<file path="config.mk">
export PLATFORM = sky130hd
export DESIGN_NAME = red_pitaya_iq_demodulator_block
export DESIGN_NICKNAME = d
export VERILOG_FILES = /design/src/rtl/red_pitaya_iq_demodulator_block_pkg.sv /design/src/rtl/red_pitaya_iq_demod_accumulator.sv /design/src/rtl/red_pitaya_iq_demodulator_block.sv
export SDC_FILE = /design/constraint.sdc
export NUM_CORES = 2
export LEC_CHECK = 0
export CAP_MARGIN = 20
export CORE_MARGIN = 5
export CORE_UTILIZATION = 35
export CTS_CLUSTER_SIZE = 40
export DETAILED_ROUTE_END_ITERATION = 10
export GPL_TIMING_DRIVEN = 0
export PLACE_DENSITY_LB_ADDON = 0.3
export SETUP_SLACK_MARGIN = 0.4
export SYNTH_ARGS = -nofsm -noshare
export SYNTH_HDL_FRONTEND = slang
export SYNTH_SLANG_ARGS = --single-unit
</file>
<file path="constraint.sdc">
create_clock -name clk_i -period 21.3 [get_ports clk_i]
set_clock_uncertainty 0.05 [all_clocks]
set_input_delay 2.13 -clock clk_i [delete_from_list [all_inputs] [get_ports clk_i]]
set_output_delay 2.13 -clock clk_i [all_outputs]
set_load 0.01 [all_outputs]
</file>
<file path="src/rtl/red_pitaya_iq_demodulator_block_pkg.sv">
// Shared constants and helpers for the IQ demodulator block.
//   Widths of the input, NCO and output words, product/accumulator widths,
//   output saturation limits, averaging-exponent clamp and window mask.
package red_pitaya_iq_demodulator_block_pkg;

  localparam int unsigned INBITS  = 14;
  localparam int unsigned SINBITS = 14;
  localparam int unsigned OUTBITS = 18;
  localparam int unsigned MAXLOG2 = 10;

  localparam int unsigned P       = INBITS + SINBITS;
  localparam int unsigned ACCW    = P + MAXLOG2;
  localparam int unsigned CNTW    = MAXLOG2;
  localparam int unsigned LOGW    = 4;
  // Lowest mean bit that lands in the output word.
  localparam int unsigned OUT_LSB = P - 1 - OUTBITS;

  localparam logic signed [OUTBITS-1:0] OUT_MAX = {1'b0, {(OUTBITS-1){1'b1}}};
  localparam logic signed [OUTBITS-1:0] OUT_MIN = {1'b1, {(OUTBITS-1){1'b0}}};

  // Stage-0 sample: signal, NCO pair and clear captured on one edge.
  typedef struct packed {
    logic signed [INBITS-1:0]  sig;
    logic signed [SINBITS-1:0] sin_v;
    logic signed [SINBITS-1:0] cos_v;
    logic                      clear;
  } sample_t;

  function automatic logic [LOGW-1:0] clamp_log2(input logic [LOGW-1:0] a);
    return (a > LOGW'(MAXLOG2)) ? LOGW'(MAXLOG2) : a;
  endfunction

  // Counter value of the last sample in a 2^n window.
  function automatic logic [CNTW-1:0] win_last(input logic [LOGW-1:0] n);
    return ~({CNTW{1'b1}} << n);
  endfunction

endpackage

</file>
<file path="src/rtl/red_pitaya_iq_demod_accumulator.sv">
// Per-quadrature boxcar: accumulate products, shift by the window exponent,
// saturate to the output width.
//   clk_i, rst_n : clock, internal async active-low reset
//   clear        : discard the running sum
//   first        : current product opens a window
//   load         : current product closes a window; update avg
//   shift        : window exponent N
//   prod         : signed product
//   avg          : registered averaged output (holds between loads)
//   sat_c        : combinational, mean of the closing window is out of range
module red_pitaya_iq_demod_accumulator
  import red_pitaya_iq_demodulator_block_pkg::*;
(
  input  logic                      clk_i,
  input  logic                      rst_n,
  input  logic                      clear,
  input  logic                      first,
  input  logic                      load,
  input  logic [LOGW-1:0]           shift,
  input  logic signed [P-1:0]       prod,
  output logic signed [OUTBITS-1:0] avg,
  output logic                      sat_c
);

  logic signed [ACCW-1:0]    acc_q;
  logic signed [ACCW-1:0]    base_c;
  logic signed [ACCW-1:0]    sum_c;
  logic signed [OUTBITS:0]   top_c;
  logic signed [OUTBITS-1:0] avg_c;

  // Running sum, mean bits m[P-1:OUT_LSB] and saturation.
  always_comb begin
    base_c = first ? '0 : acc_q;
    sum_c  = base_c + ACCW'(prod);
    top_c  = (OUTBITS+1)'(sum_c >>> (32'(shift) + OUT_LSB));
    sat_c  = top_c[OUTBITS] ^ top_c[OUTBITS-1];
    if (sat_c) begin
      avg_c = top_c[OUTBITS] ? OUT_MIN : OUT_MAX;
    end else begin
      avg_c = top_c[OUTBITS-1:0];
    end
  end

  always_ff @(posedge clk_i or negedge rst_n) begin
    if (!rst_n) begin
      acc_q <= '0;
      avg   <= '0;
    end else begin
      acc_q <= clear ? '0 : sum_c;
      if (load) begin
        avg <= avg_c;
      end
    end
  end

endmodule

</file>
<file path="src/rtl/red_pitaya_iq_demodulator_block.sv">
// IQ demodulator: mixes signal_i with the shared NCO sin/cos and averages each
// quadrature over a 2^avg_log2 decimating boxcar window.
//   clk_i, rstn_i           : clock, async active-low reset
//   sin, cos                : signed NCO outputs
//   signal_i                : signed input to demodulate
//   avg_log2                : window exponent (clamped to MAXLOG2)
//   clear_i                 : restart window, aborted window gives no strobe
//   signal_q1_o/signal_q2_o : averaged I (sig*sin) / Q (sig*cos)
//   valid_o, overflow_o     : one-cycle update strobe / saturation strobe
module red_pitaya_iq_demodulator_block
  import red_pitaya_iq_demodulator_block_pkg::*;
(
  input  logic                      clk_i,
  input  logic                      rstn_i,
  input  logic signed [SINBITS-1:0] sin,
  input  logic signed [SINBITS-1:0] cos,
  input  logic signed [INBITS-1:0]  signal_i,
  input  logic [LOGW-1:0]           avg_log2,
  input  logic                      clear_i,
  output logic signed [OUTBITS-1:0] signal_q1_o,
  output logic signed [OUTBITS-1:0] signal_q2_o,
  output logic                      valid_o,
  output logic                      overflow_o
);

  logic [1:0]          rst_sync_q;
  logic                rst_n;
  sample_t             s0_q;
  logic signed [P-1:0] sig_x, sin_x, cos_x;
  logic signed [P-1:0] p1_q, p2_q;
  logic                clr_p_q;
  logic [CNTW-1:0]     cnt_q;
  logic [LOGW-1:0]     n_q, n_eff_c;
  logic                first_c, last_c, fire_c;
  logic                sat1_c, sat2_c;

  // Reset: asserted asynchronously, released on a registered edge.
  always_ff @(posedge clk_i or negedge rstn_i) begin
    if (!rstn_i) begin
      rst_sync_q <= '0;
    end else begin
      rst_sync_q <= {rst_sync_q[0], 1'b1};
    end
  end
  assign rst_n = rst_sync_q[1];

  // Stage 0/1: aligned sample capture, then products; clear rides along.
  always_comb begin
    sig_x = P'($signed(s0_q.sig));
    sin_x = P'($signed(s0_q.sin_v));
    cos_x = P'($signed(s0_q.cos_v));
  end

  always_ff @(posedge clk_i or negedge rst_n) begin
    if (!rst_n) begin
      s0_q    <= '0;
      p1_q    <= '0;
      p2_q    <= '0;
      clr_p_q <= 1'b0;
    end else begin
      s0_q    <= '{sig: signal_i, sin_v: sin, cos_v: cos, clear: clear_i};
      p1_q    <= sig_x * sin_x;
      p2_q    <= sig_x * cos_x;
      clr_p_q <= s0_q.clear;
    end
  end

  // Window control: N taken fresh at window start, held otherwise.
  always_comb begin
    first_c = (cnt_q == '0);
    n_eff_c = first_c ? clamp_log2(avg_log2) : n_q;
    last_c  = (cnt_q == win_last(n_eff_c));
    fire_c  = last_c & ~clr_p_q;
  end

  always_ff @(posedge clk_i or negedge rst_n) begin
    if (!rst_n) begin
      cnt_q      <= '0;
      n_q        <= '0;
      valid_o    <= 1'b0;
      overflow_o <= 1'b0;
    end else begin
      cnt_q      <= (clr_p_q || last_c) ? '0 : cnt_q + CNTW'(1);
      n_q        <= n_eff_c;
      valid_o    <= fire_c;
      overflow_o <= fire_c & (sat1_c | sat2_c);
    end
  end

  red_pitaya_iq_demod_accumulator u_acc_q1 (
    .clk_i (clk_i),
    .rst_n (rst_n),
    .clear (clr_p_q),
    .first (first_c),
    .load  (fire_c),
    .shift (n_eff_c),
    .prod  (p1_q),
    .avg   (signal_q1_o),
    .sat_c (sat1_c)
  );

  red_pitaya_iq_demod_accumulator u_acc_q2 (
    .clk_i (clk_i),
    .rst_n (rst_n),
    .clear (clr_p_q),
    .first (first_c),
    .load  (fire_c),
    .shift (n_eff_c),
    .prod  (p2_q),
    .avg   (signal_q2_o),
    .sat_c (sat2_c)
  );

endmodule

</file>
==> tab_implementation.tex <==
\begin{tabular}{lr}
\hline
Metric & Value \\
\hline
\multicolumn{2}{l}{\textbf{CTS}} \\
Number of buffers inserted during clock tree synthesis & 28 \\
Number of clock sinks seen by CTS & 230 \\
CTS resizes & 0 \\
Post-CTS Hold Buffers & 0 \\
Longest Clk Path Bufs & 3 \\
H-tree levels & 1 \\
Later-pin clock latency in the skew report & 0.63 ns \\
Post-CTS setup buffers & 0 \\
Buffer cell driving the clock tree root & sky130\_fd\_sc\_hd\_\_clkbuf\_16 \\
Clock tree from TritonCTS & yes \\
Worst-path clk slew & 0.08 ns \\
\multicolumn{2}{l}{\textbf{Setup path}} \\
Required time of the critical path & 21.80 ns \\
Setup crit end kind & register \\
Worst R2R Start & cnt\_q[5] \\
End of the worst register-to-register path & u\_acc\_q2.avg[1] \\
Setup crit start kind & input pin \\
Reg2Reg Setup Slack & 12.09 ns \\
Largest fanout of any net on the critical path & 10 \\
CP arrival & 10.75 ns \\
Critical path type & input pin to register \\
Worst Reg-to-Reg Cells & 21 \\
\multicolumn{2}{l}{\textbf{STA}} \\
Final setup TNS & 0 ns \\
Final critical-path share of the clock period & 0.482 \\
Fmax achieved & 0.0975 GHz \\
Final worst hold slack & 0.302 ns \\
Worst-case headroom to the max-slew limit & 0.290 \\
Slew at the pin closest to its max-slew limit & 1.06 ns \\
Hold violation total from the final report & 0 \\
Max-slew violation count & 0 \\
Clock period minus worst slack & 10.26 ns \\
Setup repair after global routing missed its margin & no \\
\# setup viols final & 0 \\
\multicolumn{2}{l}{\textbf{Drt}} \\
Post-Route WL & 103 mm \\
Initial DRT Pass Iterations & 8 \\
Routed length per instance & 20.0 um \\
Number of remaining DRC errors & 0 \\
Routed vias/inst & 5.37 \\
Starting DRC count in detailed routing & 2,343 \\
Number of nets with antenna violations after routing & 0 \\
Via Count & 27.7k \\
\multicolumn{2}{l}{\textbf{Yosys}} \\
Flops \& latches, synth & 230 \\
Sequential-to-total area share from yosys stat & 0.177 \\
Largest family of logic cells by synthesized area & adder cells \\
Area of the mapped netlist & 32,600 sq um \\
Synthesized-area fraction occupied by adder cells & 0.330 \\
Simple-gate area share of the yosys netlist & 0.186 \\
Top-area cell type share of the netlist area & 0.241 \\
Most frequent cell after synthesis & sky130\_fd\_sc\_hd\_\_inv\_1 \\
Number of synthesis warnings & 0 \\
Post-synthesis mux area share & 0.0347 \\
Most common flop cell mapped by yosys & sky130\_fd\_sc\_hd\_\_dfrtp\_1 \\
Gate count after technology mapping & 3,775 \\
Top post-synthesis cells by count & sky130\_fd\_sc\_hd\_\_inv\_1, sky130\_fd\_sc\_hd\_\_fa\_1, sky130\_fd\_sc\_hd\_\_nand2\_1 \\
Fraction of the mapped netlist area in compound gates & 0.152 \\
Asr flop ratio synth & 1.00 \\
Area contributors post-synth & sky130\_fd\_sc\_hd\_\_fa\_1, sky130\_fd\_sc\_hd\_\_dfrtp\_1, sky130\_fd\_sc\_hd\_\_ha\_1 \\
Number of enable flip-flop cells after synthesis & 0 \\
Number of unique standard cell types used by synthesis & 95 \\
Xor/xnor cell area share of the yosys netlist & 0.0358 \\
Post-Synthesis Mean Instance Area & 8.63 sq um \\
Post-Syn Nets & 4,430 \\
Post-synth top area cell & sky130\_fd\_sc\_hd\_\_fa\_1 \\
\multicolumn{2}{l}{\textbf{Global route}} \\
GR Overflow Total & 0 \\
Vias in the first global route & 27.9k \\
Largest net degree at the start of global routing & 71 \\
Wire length of the first global-routing pass & 162 mm \\
Total global routing track utilization & 0.207 \\
Antenna violations before repair & 0 \\
\multicolumn{2}{l}{\textbf{Final layout}} \\
Layout cells sized above 1 & 0.0449 \\
Layout-stage area growth over the synthesis result & 10.7\% \\
Final net count & 4,551 \\
\multicolumn{2}{l}{\textbf{Worst hold path}} \\
Start point of the worst hold path & rst\_sync\_q[0] \\
Number of cells on the worst hold path & 0 \\
WHS Endpoint & rst\_sync\_q[1] \\
Type of the most critical hold path & register to register \\
\multicolumn{2}{l}{\textbf{Placed design}} \\
DP Wirelength & 83.1 mm \\
Buffers on Ports & 86 \\
Routability cong. & 1.02 \\
\multicolumn{2}{l}{\textbf{Floorplanning}} \\
Area enclosed by the die boundary & 99,200 sq um \\
Horizontal die dimension & 315 um \\
Std cell rows & 111 \\
Placeable core area & 91,900 sq um \\
Num ports & 87 \\
Effective utilization at floorplan & 0.354 \\
Die span in y & 315 um \\
\multicolumn{2}{l}{\textbf{Status}} \\
Status & completed \\
\multicolumn{2}{l}{\textbf{Job}} \\
Max-cap violations & 0 \\
\hline
\end{tabular}
-- per-stage QoR --
stage                      util  setup slack, ns  cells  instance area, sq um
final                     0.392            11.04   5164                 36100
after global routing      0.392            10.97   5161                 36100
after CTS                 0.392            11.43   5159                 36000
after detailed placement  0.381            10.77   5107                 35100
after global placement    0.380            10.67   5104                 35000
after floorplan               -            14.37   3775                 32600
-- layout make-up --
class,count,area (sq um)
Clock inverter,13,166
Tap cell,1243,1560
Inverter,511,1920
Fill cell,9525,55900
Buffer,212,827
Multi-Input combinational cell,2822,24100
Clock buffer,39,812
Sequential cell,230,5760
Antenna cell,3,7.51
Timing Repair Buffer,91,953
-- logic make-up (layout without fill, tap and decap cells) --
| group | count (synthesis) | count (layout) |
|---|---|---|
| AOI/OAI and AO/OA | 736 | 736 |
| other | 1 | 4 |
| buffers and inverters | 723 | 866 |
| DFF | 230 | 230 |
| muxes | 82 | 82 |
| and+or+nand+nor | 1242 | 1242 |
| xor gates and xnor gates | 133 | 133 |
| adders and majority gates | 628 | 628 |
-- per-layer routing --
layer  wire length [um]  GRT usage  vias up
met5                  0          0        -
met4               4270     0.0710        0
met3               7210     0.0355      238
met2              45900      0.332     1055
met1              45800      0.283    13700
li1                   -          -    12800
-- state kept, by name (all words and copies together) (netlist names), 4 cells and up --
| signal | cells |
|---|---|
| cnt_q | 10 |
| cos_x | 14 |
| n_q | 4 |
| p1_q | 28 |
| p2_q | 28 |
| s0_q | 29 |
| u_acc_q1.acc_q | 38 |
| u_acc_q1.avg | 18 |
| u_acc_q2.acc_q | 38 |
| u_acc_q2.avg | 18 |
-- cells in the final DEF (no fill, tap or decap), types with 17 or more instances in the layout --
cell	Yosys	layout
sky130_fd_sc_hd__inv_1	508	508
sky130_fd_sc_hd__fa_1	392	392
sky130_fd_sc_hd__nand2_1	377	377
sky130_fd_sc_hd__and2_1	294	294
sky130_fd_sc_hd__nor2_1	280	280
sky130_fd_sc_hd__dfrtp_1	230	229
sky130_fd_sc_hd__ha_1	214	214
sky130_fd_sc_hd__a21oi_1	189	189
sky130_fd_sc_hd__clkbuf_1	170	174
sky130_fd_sc_hd__o21ai_0	141	141
sky130_fd_sc_hd__xnor2_1	98	98
sky130_fd_sc_hd__clkdlybuf4s50_1	0	86
sky130_fd_sc_hd__nand3_1	66	66
sky130_fd_sc_hd__nor3_1	59	59
sky130_fd_sc_hd__a21o_1	56	56
sky130_fd_sc_hd__a211oi_1	45	45
sky130_fd_sc_hd__mux2i_1	39	39
sky130_fd_sc_hd__xor2_1	35	35
sky130_fd_sc_hd__a31oi_1	33	33
sky130_fd_sc_hd__nor2b_1	28	28
sky130_fd_sc_hd__o21a_1	28	28
sky130_fd_sc_hd__clkbuf_16	0	28
sky130_fd_sc_hd__o211ai_1	27	27
sky130_fd_sc_hd__buf_2	25	25
sky130_fd_sc_hd__nand2b_1	24	24
sky130_fd_sc_hd__mux4_2	21	21
sky130_fd_sc_hd__maj3_1	20	20
sky130_fd_sc_hd__nand4_1	19	19
sky130_fd_sc_hd__mux2_2	19	19
sky130_fd_sc_hd__a211o_1	18	18
sky130_fd_sc_hd__buf_1	17	17
sky130_fd_sc_hd__nor4_1	17	17
sky130_fd_sc_hd__o22ai_1	17	17
-- worst max path at each step --
| stage | startpoint | end | slack [ns] | cells past startpoint |
|---|---|---|---|---|
| 3_5_place_dp | avg_log2[2] | u_acc_q2.avg[1] | 10.77 | 21 |
| 6_report | avg_log2[3] | u_acc_q2.avg[1] | 11.04 | 21 |
| 5_1_grt | avg_log2[3] | u_acc_q2.avg[1] | 10.97 | 21 |
| 3_3_place_gp | avg_log2[2] | u_acc_q2.avg[1] | 10.67 | 21 |
| 4_1_cts | avg_log2[3] | u_acc_q2.avg[1] | 11.43 | 21 |
| 2_1_floorplan | rst_sync_q[1] | clr_p_q | 14.37 | 0 |
-- critical path, stage by stage --
cell	delay (ns)
sky130_fd_sc_hd__clkdlybuf4s50_1	0.54
sky130_fd_sc_hd__o21ai_0	0.11
sky130_fd_sc_hd__nand2_1	0.08
sky130_fd_sc_hd__mux2_2	0.23
sky130_fd_sc_hd__clkbuf_1	0.69
sky130_fd_sc_hd__buf_1	0.78
sky130_fd_sc_hd__clkbuf_1	0.61
sky130_fd_sc_hd__clkbuf_1	0.73
sky130_fd_sc_hd__ha_1	0.36
sky130_fd_sc_hd__clkbuf_1	0.24
sky130_fd_sc_hd__inv_1	0.21
sky130_fd_sc_hd__clkbuf_1	0.54
sky130_fd_sc_hd__buf_1	0.72
sky130_fd_sc_hd__buf_1	0.70
sky130_fd_sc_hd__clkbuf_1	0.63
sky130_fd_sc_hd__o211a_1	0.27
sky130_fd_sc_hd__a211oi_1	0.05
sky130_fd_sc_hd__o21ai_0	0.39
sky130_fd_sc_hd__o21ai_0	0.19
sky130_fd_sc_hd__maj3_1	0.38
sky130_fd_sc_hd__o21ai_0	0.14
Power is not shown: default switching activity piles up to over one toggle a cycle in this logic, so the estimate is an artifact.
